--- src/rtl/ysyx_22050550_scoreboard_if.sv ---
// IDU/WBU handshake bundle between the scoreboard and its issue/writeback clients.
// Latency: none, wires only.
// Backpressure: io_IDU_ready is driven by the scoreboard back to IDU.
interface ysyx_22050550_scoreboard_if #(
    parameter int OUT_W = 3
);
    logic             io_IDU_valid;
    logic             io_IDU_ren1;
    logic             io_IDU_ren2;
    logic [4:0]       io_IDU_raddr1;
    logic [4:0]       io_IDU_raddr2;
    logic             io_IDU_wen;
    logic [4:0]       io_IDU_waddr;
    logic             io_IDU_ready;
    logic             io_IDU_pass1;
    logic             io_IDU_pass2;
    logic             io_WBU_valid;
    logic [4:0]       io_WBU_waddr;
    logic             io_busy;
    logic [OUT_W-1:0] io_outstanding;

    // Client side: IDU/WBU drive requests and see the scoreboard verdict.
    modport master (
        output io_IDU_valid, io_IDU_ren1, io_IDU_ren2, io_IDU_raddr1, io_IDU_raddr2,
        output io_IDU_wen, io_IDU_waddr, io_WBU_valid, io_WBU_waddr,
        input  io_IDU_ready, io_IDU_pass1, io_IDU_pass2, io_busy, io_outstanding
    );

    // Scoreboard side.
    modport slave (
        input  io_IDU_valid, io_IDU_ren1, io_IDU_ren2, io_IDU_raddr1, io_IDU_raddr2,
        input  io_IDU_wen, io_IDU_waddr, io_WBU_valid, io_WBU_waddr,
        output io_IDU_ready, io_IDU_pass1, io_IDU_pass2, io_busy, io_outstanding
    );
endinterface

--- src/rtl/ysyx_22050550_scoreboard.sv ---
// Register-hazard scoreboard: counts pending writes per rd, gates IDU issue, flags WBU forwarding.
// Latency: issue visible to hazard checks next cycle; same-cycle writeback resolves via pass.
// Backpressure: io_IDU_ready drops on unresolved RAW or per-register counter saturation.
module ysyx_22050550_scoreboard #(
    parameter int NREG  = 32,
    parameter int CNT_W = 2,
    parameter int OUT_W = 3
) (
    input logic clock,
    input logic reset,
    ysyx_22050550_scoreboard_if.slave sb_if
);
    localparam logic [CNT_W-1:0] CNT_MAX = {CNT_W{1'b1}};
    localparam logic [OUT_W-1:0] TOT_MAX = {OUT_W{1'b1}};

    logic [CNT_W-1:0] cnt_q [NREG];
    logic [CNT_W-1:0] cnt_d [NREG];
    logic [OUT_W-1:0] tot_q;
    logic [OUT_W-1:0] tot_d;

    logic wb;
    logic wb_eff;
    logic rs1_haz;
    logic rs2_haz;
    logic rs1_res;
    logic rs2_res;
    logic blocking;
    logic saturation;
    logic ready;
    logic fire;

    // Hazard detection, issue gating and the total-count update.
    always_comb begin
        wb      = sb_if.io_WBU_valid && (sb_if.io_WBU_waddr != 5'd0);
        wb_eff  = wb && (cnt_q[sb_if.io_WBU_waddr] != '0);
        rs1_haz = sb_if.io_IDU_ren1 && (sb_if.io_IDU_raddr1 != 5'd0)
                  && (cnt_q[sb_if.io_IDU_raddr1] != '0);
        rs2_haz = sb_if.io_IDU_ren2 && (sb_if.io_IDU_raddr2 != 5'd0)
                  && (cnt_q[sb_if.io_IDU_raddr2] != '0);
        // Forwarding is only safe when the retiring write is the last one pending.
        rs1_res = (cnt_q[sb_if.io_IDU_raddr1] == CNT_W'(1)) && wb
                  && (sb_if.io_WBU_waddr == sb_if.io_IDU_raddr1);
        rs2_res = (cnt_q[sb_if.io_IDU_raddr2] == CNT_W'(1)) && wb
                  && (sb_if.io_WBU_waddr == sb_if.io_IDU_raddr2);
        blocking   = (rs1_haz && !rs1_res) || (rs2_haz && !rs2_res);
        // A full counter can still accept an issue if a write to it retires now.
        saturation = sb_if.io_IDU_wen && (sb_if.io_IDU_waddr != 5'd0)
                     && (cnt_q[sb_if.io_IDU_waddr] == CNT_MAX)
                     && !(wb && (sb_if.io_WBU_waddr == sb_if.io_IDU_waddr));
        ready = !blocking && !saturation;
        fire  = sb_if.io_IDU_valid && ready && sb_if.io_IDU_wen && (sb_if.io_IDU_waddr != 5'd0);

        tot_d = tot_q;
        if (fire && !wb_eff) begin
            tot_d = (tot_q == TOT_MAX) ? tot_q : tot_q + OUT_W'(1);
        end else if (!fire && wb_eff) begin
            tot_d = (tot_q == '0) ? tot_q : tot_q - OUT_W'(1);
        end
    end

    // Per-register counter update; x0 never holds a pending write.
    always_comb begin
        cnt_d[0] = '0;
        for (int r = 1; r < NREG; r++) begin
            cnt_d[r] = cnt_q[r];
            if (fire && (sb_if.io_IDU_waddr == 5'(r))
                && !(wb && (sb_if.io_WBU_waddr == 5'(r)))) begin
                cnt_d[r] = cnt_q[r] + CNT_W'(1);
            end else if (wb && (sb_if.io_WBU_waddr == 5'(r))
                         && !(fire && (sb_if.io_IDU_waddr == 5'(r)))
                         && (cnt_q[r] != '0)) begin
                cnt_d[r] = cnt_q[r] - CNT_W'(1);
            end
        end
    end

    // State registers with synchronous reset overriding issue and writeback.
    always_ff @(posedge clock) begin
        if (reset) begin
            for (int r = 0; r < NREG; r++) begin
                cnt_q[r] <= '0;
            end
            tot_q <= '0;
        end else begin
            cnt_q <= cnt_d;
            tot_q <= tot_d;
        end
    end

    assign sb_if.io_IDU_ready   = ready;
    assign sb_if.io_IDU_pass1   = sb_if.io_IDU_valid && rs1_haz && rs1_res;
    assign sb_if.io_IDU_pass2   = sb_if.io_IDU_valid && rs2_haz && rs2_res;
    assign sb_if.io_outstanding = tot_q;
    assign sb_if.io_busy        = (tot_q != '0);

`ifndef SYNTHESIS
    // A writeback with nothing pending means a producer lost track of its rd.
    always @(posedge clock) begin
        if (!reset) begin
            assert (!(wb && (cnt_q[sb_if.io_WBU_waddr] == '0)))
                else $error("scoreboard underflow on x%0d", sb_if.io_WBU_waddr);
        end
    end
`endif
endmodule
--- src/flat_wrapper.sv ---
// flat-port wrapper written by rule: the top's interface ports become plain ports
module ysyx_22050550_scoreboard_flat 
#(
    parameter int NREG  = 32,
    parameter int CNT_W = 2,
    parameter int OUT_W = 3
)
  (clock, reset, sb_if_io_IDU_valid, sb_if_io_IDU_ren1, sb_if_io_IDU_ren2, sb_if_io_IDU_raddr1, sb_if_io_IDU_raddr2, sb_if_io_IDU_wen, sb_if_io_IDU_waddr, sb_if_io_WBU_valid, sb_if_io_WBU_waddr, sb_if_io_IDU_ready, sb_if_io_IDU_pass1, sb_if_io_IDU_pass2, sb_if_io_busy, sb_if_io_outstanding);
  ysyx_22050550_scoreboard_if #(.OUT_W(OUT_W)) sb_if_i ();
  input logic clock;
  input logic reset;
  input wire logic [$bits(sb_if_i.io_IDU_valid)-1:0] sb_if_io_IDU_valid;
  input wire logic [$bits(sb_if_i.io_IDU_ren1)-1:0] sb_if_io_IDU_ren1;
  input wire logic [$bits(sb_if_i.io_IDU_ren2)-1:0] sb_if_io_IDU_ren2;
  input wire logic [$bits(sb_if_i.io_IDU_raddr1)-1:0] sb_if_io_IDU_raddr1;
  input wire logic [$bits(sb_if_i.io_IDU_raddr2)-1:0] sb_if_io_IDU_raddr2;
  input wire logic [$bits(sb_if_i.io_IDU_wen)-1:0] sb_if_io_IDU_wen;
  input wire logic [$bits(sb_if_i.io_IDU_waddr)-1:0] sb_if_io_IDU_waddr;
  input wire logic [$bits(sb_if_i.io_WBU_valid)-1:0] sb_if_io_WBU_valid;
  input wire logic [$bits(sb_if_i.io_WBU_waddr)-1:0] sb_if_io_WBU_waddr;
  output wire logic [$bits(sb_if_i.io_IDU_ready)-1:0] sb_if_io_IDU_ready;
  output wire logic [$bits(sb_if_i.io_IDU_pass1)-1:0] sb_if_io_IDU_pass1;
  output wire logic [$bits(sb_if_i.io_IDU_pass2)-1:0] sb_if_io_IDU_pass2;
  output wire logic [$bits(sb_if_i.io_busy)-1:0] sb_if_io_busy;
  output wire logic [$bits(sb_if_i.io_outstanding)-1:0] sb_if_io_outstanding;
  assign sb_if_i.io_IDU_valid = sb_if_io_IDU_valid;
  assign sb_if_i.io_IDU_ren1 = sb_if_io_IDU_ren1;
  assign sb_if_i.io_IDU_ren2 = sb_if_io_IDU_ren2;
  assign sb_if_i.io_IDU_raddr1 = sb_if_io_IDU_raddr1;
  assign sb_if_i.io_IDU_raddr2 = sb_if_io_IDU_raddr2;
  assign sb_if_i.io_IDU_wen = sb_if_io_IDU_wen;
  assign sb_if_i.io_IDU_waddr = sb_if_io_IDU_waddr;
  assign sb_if_i.io_WBU_valid = sb_if_io_WBU_valid;
  assign sb_if_i.io_WBU_waddr = sb_if_io_WBU_waddr;
  assign sb_if_io_IDU_ready = sb_if_i.io_IDU_ready;
  assign sb_if_io_IDU_pass1 = sb_if_i.io_IDU_pass1;
  assign sb_if_io_IDU_pass2 = sb_if_i.io_IDU_pass2;
  assign sb_if_io_busy = sb_if_i.io_busy;
  assign sb_if_io_outstanding = sb_if_i.io_outstanding;
  ysyx_22050550_scoreboard #(.NREG(NREG), .CNT_W(CNT_W), .OUT_W(OUT_W)) u_core (.clock(clock), .reset(reset), .sb_if(sb_if_i));
endmodule
--- config.mk ---
export PLATFORM = sky130hd
export DESIGN_NAME = ysyx_22050550_scoreboard_flat
export DESIGN_NICKNAME = d
export VERILOG_FILES = /design/src/rtl/ysyx_22050550_scoreboard_if.sv /design/src/rtl/ysyx_22050550_scoreboard.sv /design/src/flat_wrapper.sv
export SDC_FILE = /design/constraint.sdc
export NUM_CORES = 1
export LEC_CHECK = 0
export ABC_AREA = 1
export ABC_CLOCK_PERIOD_IN_PS = 2400
export BUFFER_PORTS_ARGS = -buffer_cell sky130_fd_sc_hd__buf_2
export CORE_AREA = 3 3 143 145
export CTS_BUF_LIST = sky130_fd_sc_hd__clkbuf_8
export DETAILED_ROUTE_END_ITERATION = 16
export DIE_AREA = 0 0 146 148
export PLACE_DENSITY = 0.51
export SLEW_MARGIN = 20
export SYNTH_ARGS = -nofsm -noshare
export SYNTH_HDL_FRONTEND = slang
export SYNTH_SLANG_ARGS = --single-unit
--- constraint.sdc ---
create_clock -name clock -period 2.4 [get_ports clock]
set_clock_uncertainty 0.05 [all_clocks]
set_input_delay 0.48 -clock clock [delete_from_list [all_inputs] [get_ports clock]]
set_output_delay 0.48 -clock clock [all_outputs]
set_load 0.02 [all_outputs]
==> run metrics, run 1 <==
worst hold path type in -> reg; Die Ht 148 um; post-synthesis xor/xnor area fraction 1.70%; Crit path largest cell delay 0.18 ns; initial core utilization 34.6%; first-pass GRT wire length 49800 um; largest net degree at the start of global routing 64; worst-path cell chain buf_2 -> buf_4 -> xor2_1 -> a21oi_2 -> nand4_1 -> nor2_2 -> nand4_1 -> nand2_1 -> nand2_2 -> nor2_4 -> buf_12 -> buf_8; commonest cells after routing, fill and taps aside 316 x nand2_1, 195 x buf_4, 193 x nor2_1; DRC 0; Sw Share 36.6%; First-pass DRT Iterations 6; GRT Total Usage 30.2%; Peak VDD IR 0.238 mV; setup slack, reg-to-reg -0.18 ns; Cells after Synth 1297; Max-slew headroom 38.3%; final hold vios 0; total CTS buffers 9; met2 wirelength from detailed routing 15100 um; top post-synthesis cells by area nand2_1 20%, dfxtp_1 19%, nand3_1 16%, nor2_1 13%, inv_1 8.9%; Seq/Total Area, Yosys 19.4%; largest family of logic cells by synthesized area simple AND/OR/NAND/NOR gates; Synth Flop Type dfxtp_1; CTS Sinks 65; Tot Pwr 3250 uW; row cnt 51; Mapped Nets 1325; setup ws final -0.281 ns; average wire per standard cell 18.7 um; Tcrit/Tclk final 112%; reg2reg start u_core.cnt_q[32]; Max Used Layer met4; switching power 1190 uW; global route overflow 0; vias in the first global route 8743; Setup TNS Final -6.93 ns; Clk Latency, worst-skew pair 0.39 ns; Fmax 373 MHz; Area Growth Syn to Fin 50.5%; Max-Cap Viols 0; Routed met3 length 2480 um; number of synthesized flops with an enable pin 0; dpl hpwl 24800 um; Setup CP Type in -> out; Worst Setup SP sb_if_io_WBU_waddr[0]; FF-to-FF path depth 18; routed wire length 33500 um; Sequential Power Share 33.6%; synth warn 0; fin nets 1553; Synth Area in Compound Gates 11.6%; PwrDens 323 nW/um^2; Antenna diodes 0; initial antenna violation count 0; mux cell area share after synthesis 0%; 1st-iter DRT viols 895; CP endpoint sb_if_io_IDU_ready; final setup vio count 59; routed via count 9464; IO buf count 33; most common cell after layout, fill and taps aside nand2_1; met1 wire length 14500 um; Max stage delay cell, worst path nor2_2; worst path required time 1.87 ns; Post-DRT Antenna Nets 0; failing checks negative setup slack; Clock Tree Buf Depth 2; status finished with violations; Die X 146 um; Root Driver clkbuf_8; CORE AREA 19300 um^2; RSZ-0062 raised after global routing yes; area fraction of the dominant cell type after synthesis 20.1%; cell mode on critical path nand4_1; Synth Area in Simple Gates 53.6%; Yosys top cell by area nand2_1; syn_area_per_cell 5.16 um^2; Yosys reg bits 65; H-tree depth 3; CTS tree built; fin crit period 2.68 ns; Async S/R FF share, synth 0%; Adder-Cell Fraction of Synth Area 0.299%; Worst Path Arrival 2.15 ns; layout cells sized above 1 32.0%; combinational share of power 34.4%; Slew @ Worst Pin 0.925 ns; RR Endpoint u_core.cnt_q[16]; I/O Pins 34; internal power 2060 uW; critical path fanouts, max 6; Slew Limit Fails 0; Vias per Instance 5.28; Die Area 21600 um^2; Final GP Congestion 1.02; crit end category output pin; leakage 0.00444 uW; fraction of power consumed by the clock network 31.9%; Synth cell types 30; Synth Cell Area 6700 um^2; hold-fix buffer count after cts 0; CP Launch Type primary input; Worst-path clk slew 0.08 ns
-- power groups by stage --
stage               logic, uW  registers, uW  clock network (uW)
floorplan                 443           1130                   0
global placement          862           1120                   0
detailed placement        863           1120                   0
CTS                       991           1090                1050
global route             1180           1100                1080
finish                   1120           1090                1040
-- per-stage QoR --
stage | hold slack, ns | utilization, % | setup WS (ns) | instances | cell area, um^2
floorplan | 0.411 | - | -0.0202 | 1297 | 6750
global placement | 0.447 | 45.4 | -0.585 | 1761 | 8780
detailed placement | 0.443 | 45.4 | -0.608 | 1761 | 8780
CTS | 0.231 | 49.5 | -0.204 | 1787 | 9560
global route | 0.242 | 52.1 | -0.357 | 1794 | 10100
finish | 0.238 | 52.1 | -0.281 | 1794 | 10100
-- cell usage after synthesis (2+ instances only) --
| master | n |
|---|---|
| o211ai_1 | 3 |
| nand2_1 | 358 |
| inv_2 | 6 |
| nand3b_1 | 2 |
| buf_6 | 3 |
| o21ai_1 | 8 |
| o21bai_1 | 2 |
| nand4_1 | 31 |
| o21ai_0 | 63 |
| a21oi_1 | 59 |
| nor2_1 | 226 |
| a21boi_0 | 2 |
| buf_4 | 6 |
| clkbuf_1 | 17 |
| nor3_1 | 18 |
| o2111ai_1 | 4 |
| buf_2 | 20 |
| buf_1 | 7 |
| xnor2_1 | 9 |
| nand3_1 | 213 |
| dfxtp_1 | 65 |
| inv_1 | 159 |
| nor2_4 | 2 |
| xor2_1 | 4 |
| a31oi_1 | 5 |
-- kinds of logic after synthesis --
family                   after synthesis
AO/OA/AOI/OAI                        147
XOR/XNOR                              13
adder cells (fa/ha/maj)                1
buffers and inverters                219
flip-flops                            65
AND/OR/NAND/NOR                      852
-- how the worst min path moves through the flow --
stage,depth (start not counted),start,to
floorplan,2,u_core.cnt_q[33],u_core.cnt_q[33]
global placement,2,u_core.cnt_q[39],u_core.cnt_q[39]
detailed placement,2,u_core.cnt_q[39],u_core.cnt_q[39]
CTS,2,reset,u_core.sb_if.io_outstanding[1]
global route,2,reset,u_core.sb_if.io_outstanding[1]
finish,2,reset,u_core.sb_if.io_outstanding[1]
-- flip-flops by register name, indices dropped and copies added, names as in the netlist --
signal                       flops
u_core.cnt_q                    62
u_core.sb_if.io_outstanding      3
-- area by class of cell --
type | count | area (um^2)
inverter | 166 | 658
multi-input combinational | 1014 | 5130
tap | 265 | 332
clock buffer | 11 | 151
clock inverter | 4 | 43.8
timing repair buffer | 269 | 2430
sequential | 65 | 1340
fill | 2058 | 9250
-- critical path: cells and delay by family --
family | cells | cell delay [ns]
AO/OA/AOI/OAI | 1 | 0.14
AND/OR/NAND/NOR | 6 | 0.83
XOR/XNOR | 1 | 0.16
buffers and inverters | 4 | 0.54
-- metal layers --
metal / track usage (%) / up-vias
li1: - / 4641
met1: 39.1 / 4321
met2: 48.6 / 422
met3: 6.16 / 80
met4: 13.4 / 0
met5: 0 / -
-- timing repair --
item | CTS | global route
cloned | 5 | 0
pin swaps | 50 | 62
gates resized for setup | 160 | 139
setup buffers | 7 | 10
setup endpoints to repair | 66 | 68
No activity file was read; power rests on OpenSTA's default activity.
==> inputs of run 2 (changes only) <==
==> constraint.sdc (replaced) <==
create_clock -name clock -period 2.4 [get_ports clock]
set_clock_uncertainty 0.05 [all_clocks]
set_input_delay 0 -clock clock [delete_from_list [all_inputs] [get_ports clock]]
set_output_delay 0 -clock clock [all_outputs]
set_load 0.02 [all_outputs]
==> run metrics, run 2 (same netlist as run 1, synthesis figures left out) <==
status finished with violations; failing checks negative setup slack; Worst Path Arrival 2.68 ns; leakage 0.00408 uW; H-tree depth 3; PwrDens 345 nW/um^2; Fillers 2092; Placed Area 8240 um^2; I/O Pins 34; first-pass GRT wire length 45900 um; vias in the first global route 8580; max reg flops 62; Vias per Instance 5.35; row cnt 51; met3 Use GR 5.24%; critical path fanouts, max 4; CP Launch Type flip-flop; Slew @ Worst Pin 1.00 ns; total CTS buffers 9; most common cell after layout, fill and taps aside nand2_1; CTS tree built; hold path cells 5; Post-DRT Antenna Nets 0; dpl ws -0.204 ns; Final GP Congestion 1.01; fin nets 1499; Area Growth Syn to Fin 39.8%; final setup vio count 3; Peak VDD IR 0.233 mV; FF-to-FF path depth 18; setup ws final -0.0161 ns; First-pass DRT Iterations 5; IO buf count 33; worst path required time 2.67 ns; Worst-path clk slew 0.08 ns; Top Usage Layer GRT met2; Max-Cap Viols 0; Clock Tree Buf Depth 2; worst hold path type in -> reg; Tcrit/Tclk final 101%; fin crit period 2.42 ns; Root Driver clkbuf_8; Die X 146 um; DRC 0; GRT Total Usage 27.0%; met2 usage 43.6%; dpl hpwl 22800 um; RSZ-0062 raised after global routing yes; CTS Sinks 65; non-filler instance count after layout 1742; CORE AREA 19300 um^2; commonest cells after routing, fill and taps aside 319 x nand2_1, 205 x nor2_1, 167 x nand3_1, 167 x buf_4, 121 x inv_1; layout cells sized above 1 30.3%; global route overflow 0; routed wire length 31200 um; Max-slew headroom 33.0%; average wire per standard cell 17.9 um; Die Ht 148 um; Biggest register u_core.cnt_q; Die Area 21600 um^2; 1st-iter DRT viols 834; crit end category flip-flop; Setup CP Type reg -> reg; initial antenna violation count 1; GRT met1 Usage 34.6%; initial core utilization 34.6%; Setup TNS Final -0.0342 ns; final hold vios 0; Fmax 414 MHz; largest net degree at the start of global routing 33; Tot Pwr 3230 uW; Final Instance Area 9360 um^2; dpl cells 1706; Clk Latency, worst-skew pair 0.39 ns; Slew Limit Fails 0; routed via count 9322
[run 2: cell count changes in the layout (fill, tap and decap cells not counted), moves of 7 or more]
cell and change:
buf_4 -28, dfxtp_1 -18, buf_6 -16, nor2_2 -16
buf_12 -12, nor2_1 +12, dfxtp_4 +11, buf_2 +8
inv_1 -8, inv_2 +8, dfxtp_2 +7, nand3_1 -7
nand3_2 +7
[run 2: layer usage]
layer / share of wire, % / wire [um]
met1: 43 / 13300
met2: 45 / 14200
met3: 7.0 / 2200
met4: 4.6 / 1420
met5: 0.15 / 46
[run 2: path summary, 6_finish.rpt]
check / end / startpoint / slack, ns
worst min-delay path: u_core.cnt_q[31] / sb_if_io_IDU_waddr[4] / 0.1
worst min register to register: u_core.cnt_q[35] / u_core.cnt_q[34] / 0.46
worst max-delay path: u_core.cnt_q[52] / u_core.cnt_q[37] / -0.02
worst max register to register: u_core.cnt_q[52] / u_core.cnt_q[37] / -0.02
[run 2: layout make-up]
type | instances | area, um^2 | share of cell area, %
Antenna cell | 1 | 2.50 | 0.0267
Clock buffer | 10 | 138 | 1.47
Clock inverter | 6 | 90.1 | 0.962
Inverter | 166 | 636 | 6.79
Multi-Input combinational cell | 1013 | 5050 | 54.0
Sequential cell | 65 | 1390 | 14.8
Tap cell | 265 | 332 | 3.54
Timing Repair Buffer | 216 | 1720 | 18.4
[run 2: power by group]
group,switching [uW],leakage [uW],internal (uW)
clock,547,0.000113,617
combinational,621,0.00342,366
sequential,11.9,0.000550,1070
[run 2: worst max-delay path: stages (launching register included)]
cell,delay (ns)
dfxtp_4,0.37
buf_4,0.14
buf_4,0.12
nand2_1,0.05
nand3_1,0.12
nand3_2,0.10
nand3_1,0.08
nand2_2,0.11
inv_1,0.04
nor2_1,0.14
nor2_2,0.06
nor2_4,0.14
buf_12,0.14
buf_12,0.10
clkbuf_16,0.15
nand4_1,0.13
nand3_1,0.13
nand3_1,0.08
nor2_1,0.10
[run 2: stage by stage]
stage	hold WS [ns]	utilization [%]
final	0.0953	48.4
after global routing	0.112	48.4
after CTS	0.0640	44.0
after detailed placement	0.166	42.6
after global placement	0.159	42.6
after floorplan	0.0191	-
[run 2: timing repair]
item                       CTS  global route
hold endpoints to repair     2             0
pin swaps                    3            58
setup buffers                0            14
resized for setup           24           242
hold buffers                 1             0
setup endpoints to repair   43            68
cloned                       0             4
==> inputs of run 3 (changes only) <==
Settings changed: ABC_AREA 1 to default, CORE_AREA 3 3 143 145 to 3 3 141 143, DIE_AREA 0 0 146 148 to 0 0 144 146.
==> run metrics, run 3 <==
setup slack, reg-to-reg -0.65 ns; top post-synthesis cells by area dfxtp_1 20%, mux4_2 10%, nand2_1 4.9%, mux2i_1 4.5%, nor2_1 4.2%; Tcrit/Tclk final 127%; Vias per Instance 6.09; most common cell after layout, fill and taps aside buf_4; Yosys reg bits 65; Area Growth Syn to Fin 49.5%; commonest cells in the netlist 85 x nand2_1, 73 x nor2_1, 65 x dfxtp_1, 51 x clkbuf_1, 40 x nor3_1; Die X 144 um; Clk Latency, worst-skew pair 0.38 ns; GRT met1 Usage 35.6%; fin nets 1087; layout cells sized above 1 43.7%; Clock Tree Buf Depth 2; worst hold path type in -> reg; status finished with violations; Synth cell types 73; average wire per standard cell 21.7 um; Slew Limit Fails 0; met2 usage 41.6%; number of synthesized flops with an enable pin 0; Antenna diodes 0; Synth Flop Type dfxtp_1; Top Usage Layer GRT met2; CTS tree built; fin crit period 3.05 ns; Post-DRT Antenna Nets 0; critical path fanouts, max 5; CORE AREA 18700 um^2; GRT Total Usage 26.1%; global route overflow 0; leakage 0.00378 uW; Seq/Total Area, Yosys 20.0%; dpl hpwl 20600 um; Worst Setup SP u_core.cnt_q[56]; CP endpoint u_core.cnt_q[52]; RR Endpoint u_core.cnt_q[52]; routed via count 7893; First-pass DRT Iterations 6; routed wire length 28100 um; area fraction of the dominant cell type after synthesis 20.0%; initial antenna violation count 0; most frequent cell after synthesis nand2_1; Yosys top cell by area dfxtp_1; Peak VDD IR 0.248 mV; failing checks negative setup slack; Max-slew headroom 6.19%; non-filler instance count after layout 1297; Biggest register u_core.cnt_q; worst path required time 2.62 ns; met3 Use GR 3.35%; I/O Pins 34; setup ws final -0.648 ns; Setup CP Type reg -> reg; Worst Path Arrival 3.27 ns; Async S/R FF share, synth 0%; Mapped Nets 871; reg2reg start u_core.cnt_q[56]; crit end category flip-flop; row cnt 50; initial core utilization 34.8%; RSZ-0062 raised after global routing yes; IO buf count 33; H-tree depth 3; Fillers 1749; total CTS buffers 9; max reg flops 62; commonest cells after routing, fill and taps aside 220 x buf_4, 83 x nand2_1, 69 x nor2_1; FF-to-FF path depth 14; final setup vio count 66; Root Driver clkbuf_8; Final GP Congestion 0.960; synth warn 0; vias in the first global route 7315; first-pass GRT wire length 42400 um; Worst-path clk slew 0.08 ns; Synth Cell Area 6510 um^2; CTS Sinks 65; Max-Cap Viols 0; Die Ht 146 um; utilization after layout 52.0%; Fmax 328 MHz; PwrDens 345 nW/um^2; Slew @ Worst Pin 1.40 ns; largest net degree at the start of global routing 70; DRC 0; dpl cells 1244; final hold vios 0; Cells after Synth 843; CP Launch Type flip-flop; syn_area_per_cell 7.72 um^2; Tot Pwr 3360 uW; 1st-iter DRT viols 683; Die Area 21000 um^2
-- run 3: worst min path at each step --
stage	cells past startpoint	start	to	slack [ns]
global route	3	reset	u_core.cnt_q[17]	0.14
detailed placement	5	sb_if_io_IDU_valid	sb_if_io_IDU_pass2	0.45
finish	3	reset	u_core.cnt_q[40]	0.11
global placement	5	sb_if_io_IDU_valid	sb_if_io_IDU_pass2	0.46
floorplan	3	sb_if_io_IDU_valid	sb_if_io_IDU_pass2	0.19
CTS	3	reset	u_core.cnt_q[17]	0.08
-- run 3: power by group --
group	switching (uW)	internal [uW]	total [uW]
clock	477	524	1000
sequential	22.1	1090	1110
combinational	630	618	1250
-- run 3: area by class of cell --
class,instances,area (um^2),share of cell area [%]
multi-input combinational,683,5380,55.3
timing repair buffer,289,2500,25.7
sequential,65,1320,13.6
tap,234,293,3.01
clock buffer,11,151,1.56
clock inverter,4,43.8,0.450
inverter,11,43.8,0.450
-- run 3: cell families after synthesis --
| kind of cell | count (synthesis) | share of synthesized area [%] |
|---|---|---|
| buf+inv | 95 | 6.34 |
| xor+xnor | 19 | 2.56 |
| mux | 69 | 16.6 |
| fa+ha+maj | 1 | 0.308 |
| simple gates | 379 | 30.6 |
| compound gates | 215 | 23.6 |
| flops | 65 | 20.0 |
-- run 3: worst max-delay path: stages (launching register included) --
cell	delay (ns)
dfxtp_2	0.36
mux2_4	0.15
a221o_1	0.12
a311oi_1	0.11
or3_1	0.34
or4b_4	0.54
nand3_4	0.11
inv_4	0.05
buf_4	0.13
buf_6	0.12
buf_12	0.13
bufbuf_16	0.26
buf_4	0.13
a221oi_2	0.27
a211oi_2	0.07
-- run 3: repair_timing --
item                                   in CTS  in global routing
resized for setup                          49                112
buffers inserted                            8                 27
setup endpoints to repair                  67                 68
hold buffers                                0                  0
gates cloned                                4                  1
pin swaps                                  18                 37
endpoints found under the hold margin       0                  0
-- run 3: per-layer routing --
layer  share of wire, %  routed length, um
met1                 43              12200
met2                 47              13200
met3                6.0               1700
met4                3.4                961
met5                  0                  0
-- run 3: stage by stage --
stage / setup TNS [ns] / hold WS [ns] / setup slack [ns] / cell area (um^2)
6_report: -32.34 / 0.105 / -0.648 / 9730
3_5_place_dp: -25.21 / 0.449 / -0.622 / 8420
4_1_cts: -26.67 / 0.0761 / -0.612 / 9010
2_1_floorplan: -9.23 / 0.187 / -0.587 / 6590
3_3_place_gp: -24.16 / 0.463 / -0.618 / 8420
5_1_grt: -40.49 / 0.143 / -0.771 / 9730
